$ cat src/rtl/sipo_deser.sv
// sipo_deser: serial-in parallel-out deserialiser with sync-marked framing and partial-word error strobe
module sipo_deser #(
  parameter int WIDTH     = 8,
  parameter int LSB_FIRST = 0
) (
  input  logic                     clk,
  input  logic                     reset_n,
  input  logic                     sdi,
  input  logic                     sdi_en,
  input  logic                     sync,
  output logic [WIDTH-1:0]         shift_r,
  output logic [WIDTH-1:0]         pdo,
  output logic                     pdo_valid,
  output logic [$clog2(WIDTH)-1:0] bit_cnt,
  output logic                     frame_err
);
  localparam int CW = $clog2(WIDTH);
  logic [WIDTH-1:0] shift_q, shift_d, pdo_q, pdo_d, shifted, seeded;
  logic [CW-1:0]    cnt_q, cnt_d;
  logic             valid_q, valid_d, ferr_q, ferr_d, last;
  // next state: shift a bit in, restart the word on sync, capture a completed word
  always_comb begin
    shifted = (LSB_FIRST != 0) ? {sdi, shift_q[WIDTH-1:1]} : {shift_q[WIDTH-2:0], sdi};
    seeded  = (LSB_FIRST != 0) ? {sdi, {(WIDTH-1){1'b0}}} : {{(WIDTH-1){1'b0}}, sdi};
    last    = cnt_q == CW'(WIDTH - 1);
    shift_d = sync ? (sdi_en ? seeded : '0) : (sdi_en ? shifted : shift_q);
    cnt_d   = sync ? CW'(sdi_en) : (sdi_en ? (last ? '0 : cnt_q + CW'(1)) : cnt_q);
    valid_d = sdi_en && !sync && last;
    pdo_d   = valid_d ? shifted : pdo_q;
    ferr_d  = sync && (cnt_q != '0);
  end
  // state registers, cleared asynchronously so a reset drops any word in progress
  always_ff @(posedge clk or negedge reset_n) begin
    if (!reset_n) begin
      shift_q <= '0;
      pdo_q   <= '0;
      cnt_q   <= '0;
      valid_q <= 1'b0;
      ferr_q  <= 1'b0;
    end else begin
      shift_q <= shift_d;
      pdo_q   <= pdo_d;
      cnt_q   <= cnt_d;
      valid_q <= valid_d;
      ferr_q  <= ferr_d;
    end
  end
  assign shift_r   = shift_q;
  assign pdo       = pdo_q;
  assign pdo_valid = valid_q;
  assign bit_cnt   = cnt_q;
  assign frame_err = ferr_q;
endmodule

$ cat config.mk
export PLATFORM = sky130hd
export DESIGN_NAME = sipo_deser
export DESIGN_NICKNAME = d
export VERILOG_FILES = /design/src/rtl/sipo_deser.sv
export SDC_FILE = /design/constraint.sdc
export NUM_CORES = 1
export LEC_CHECK = 0
export CAP_MARGIN = 20
export CORE_UTILIZATION = 45
export CTS_CLUSTER_DIAMETER = 100
export CTS_CLUSTER_SIZE = 28
export DETAILED_ROUTE_END_ITERATION = 7
export DONT_BUFFER_PORTS = 1
export SYNTH_ARGS = -nofsm -noshare
export SYNTH_HDL_FRONTEND = slang
export SYNTH_SLANG_ARGS = --single-unit
export TNS_END_PERCENT = 50
$ cat constraint.sdc
create_clock -name clk -period 1.55 [get_ports clk]
set_clock_uncertainty 0.2 [all_clocks]
set_input_delay 0.31 -clock clk [delete_from_list [all_inputs] [get_ports clk]]
set_output_delay 0.31 -clock clk [all_outputs]
set_load 0.01 [all_outputs]
==> impl_metrics.json <==
{
  "synth.most_common_cell": "dfrtp_1",
  "crit_start": "bit_cnt[1]",
  "rows": 15,
  "cp-endpoint": "pdo[1]",
  "vdd_drop_max_mv": 0.6637,
  "synthAdderAreaFrac_pct": 4.219,
  "num_vias": 532,
  "yosys_warnings": 0,
  "arrival_ns": 1.53,
  "synth_top_family_by_area": "multiplexers",
  "fmax_ghz": 0.6514,
  "ys_seq_area_share_pct": 59.07,
  "synth_area_leaders": "dfrtp_1 (59%), mux2i_1 (10%), mux2_2 (6.3%), mux2_4 (5.1%), ha_1 (4.2%)",
  "synth-xor-area-share_pct": 0,
  "avgSynthCellArea_um2": 13.69,
  "critPathLaunchType": "flop",
  "synth_seq_cells": 21,
  "r2r_setup_slack_ns": 0.01,
  "holdWs_ns": -0.09293,
  "slew_violations": 0,
  "synthMuxAreaShare_pct": 21.52,
  "syn_inst": 65,
  "p_sw_share_pct": 24.16,
  "cts_sinks": 21,
  "synthFlopType": "dfrtp_1",
  "min_period_ns": 1.535,
  "nNetsFinal": 87,
  "ant_nets": 0,
  "core_region_area_mm2": 0.001783,
  "cp.required_ns": 1.55,
  "maxCapViolCount": 0,
  "yosysTopAreaCell": "dfrtp_1",
  "yosys.area_share.simple_pct": 7.595,
  "syn-cell-area_um2": 889.6,
  "drt-total-wl_um": 1633,
  "clock_path_buffers": 2,
  "syn_to_final_growth_pct": 22.08,
  "endpoint_kind": "flop",
  "placed_area_um2": 953.4,
  "synth_top_area_share_pct": 59.07,
  "cts_buffers": 3,
  "relSlewSlack_pct": 40.82,
  "crit_fanout": 5,
  "dieArea_mm2": 0.002159,
  "yosysUniqueCellTypes": 17,
  "reg2reg_depth": 4,
  "die_y_um": 46.46,
  "hold_class": "primary input to flop",
  "route.detailed.drc": 0,
  "synth_compound_area_share_pct": 3.235,
  "outcome": "finished with violations",
  "grt_pass1_vias": 556,
  "ios": 26,
  "drt-pass1-iter-count": 3,
  "comb_power_share_pct": 8.9,
  "crit_type": "flop to flop",
  "p_per_area_mw_per_mm2": 851.5,
  "final_util_pct": 60.91,
  "r2r-end": "pdo[1]",
  "violations": "hold timing",
  "dp_hpwl_um": 971.2,
  "ctsHoldBuffers": 7,
  "antenna_found_initial": 0,
  "diodes": 0,
  "clkPwrFrac_pct": 28.5,
  "hold_viol": 29,
  "io_buffers": 0,
  "track_usage_pct": 18.17,
  "synth_edf_count": 0,
  "ys_async_sr_fraction_pct": 100.0,
  "p_seq_share_pct": 62.6,
  "grt_pass1_wl_um": 2573,
  "initial_utilization_pct": 49.89,
  "synthTopCellsByCount": "dfrtp_1 (21), nor2_1 (10), mux2i_1 (9)",
  "leakage_nw": 0.5930,
  "dieWidth_um": 46.46,
  "rsz0062_at_grt": "true",
  "finalCritPeriodShare_pct": 99.04,
  "internal_power_w": 0.0007014,
  "p_sw_w": 0.0002234,
  "wl_per_cell_um": 15.85,
  "reg2reg_from": "bit_cnt[1]",
  "root_buffer": "clkbuf_4",
  "setup_viol": 0,
  "hp-start": "sdi_en",
  "path_clk_slew_ns": 0.12,
  "cts_tree": "yes",
  "tightestPinTransition_ns": 0.8878,
  "vias_per_cell": 5.165,
  "drive_gt1_share_pct": 28.21,
  "grt_max_degree": 22,
  "finalPower_w": 0.0009248,
  "gp_congestion": 0.6993,
  "h-tree-depth": 1,
  "synth_fp_nets": 73,
  "drt_first_iter_violations": 4,
  "clk_latency_ns": 0.31,
  "grt_overflow": 0,
  "stdcell_area_mm2": 0.001086
}
## critical path, cell delays in order, from the launching register on
cell and delay (ns):
dfrtp_1 0.40, ha_2 0.20, ha_4 0.18, nand3b_4 0.13
mux2_4 0.32
## final cells by class
class / count / area (um2)
Timing Repair Buffer: 11 / 105.1
Multi-Input combinational cell: 38 / 379.1
Inverter: 4 / 15.01
Clock buffer: 3 / 22.52
Sequential cell: 21 / 528.0
Clock inverter: 1 / 5.005
Tap cell: 25 / 31.28
Fill cell: 149 / 696.9
## worst min-delay path by stage
stage / to / slack, ns / depth (start not counted)
6_report: shift_r[0] / -0.09 / 1
5_1_grt: shift_r[0] / -0.08 / 1
4_1_cts: shift_r[0] / -0.11 / 1
3_5_place_dp: shift_r[1] / -0.19 / 0
3_3_place_gp: shift_r[0] / -0.19 / 0
2_1_floorplan: bit_cnt[0] / -0.19 / 0
## power by group through the flow
| stage | sequential, W | clock (W) | combinational (W) |
|---|---|---|---|
| floorplan | 0.000593 | 0 | 0.0000474 |
| global placement | 0.000590 | 0 | 0.0000540 |
| finish | 0.000579 | 0.000263 | 0.0000822 |
| detailed placement | 0.000590 | 0 | 0.0000549 |
| CTS | 0.000579 | 0.000273 | 0.0000784 |
| global route | 0.000582 | 0.000297 | 0.0000936 |
## repair_timing
action / CTS / global route
hold endpoints to repair: 35 / 8
setup buffers: 0 / 1
pin swaps: 1 / 0
gates resized for setup: 1 / 4
endpoints found under the setup margin: 8 / 7
cloned: 1 / 0
## cell families after synthesis
logic type / after synthesis
flops: 21
compound gates: 4
fa+ha+maj: 3
mux: 17
buf+inv: 7
simple gates: 13
## per-stage QoR
stage	hold slack, ns	setup WS [ns]	TNS [ns]	std cells
floorplan	-0.1856	-0.02174	-0.1739	65
global placement	-0.1852	0.01025	0	90
detailed placement	-0.1852	-0.001332	-0.001332	90
CTS	-0.1063	-0.001692	-0.001692	102
global route	-0.08357	-0.01122	-0.02994	103
finish	-0.09293	0.01495	0	103
## flip-flops by register name, summed over array words and instances, names as in the netlist
| signal | cells |
|---|---|
| bit_cnt | 3 |
| pdo | 8 |
| pdo_valid | 1 |
| shift_r | 8 |
| frame_err | 1 |
## metal layers
metal | global-route usage, % | share of wire (%) | vias up | wire, um
met5 | 0 | 0 | - | 0
met4 | 7.059 | 0.86 | 0 | 14
met3 | 9.412 | 7.1 | 2 | 116
met2 | 29.72 | 48 | 20 | 790
met1 | 19.65 | 44 | 265 | 711
li1 | - | - | 245 | -
## cell usage in the layout (no fill, tap or decap), drive strengths merged, types with 2 or more instances in the layout
cell type	instances
buf	4
clkbuf	3
dfrtp	21
dlygate4sd3	5
dlymetal6s4s	2
ha	3
inv	4
mux2	8
mux2i	9
nand3b	2
nor2	10
Note: power is estimated with default switching activity, not from simulation.
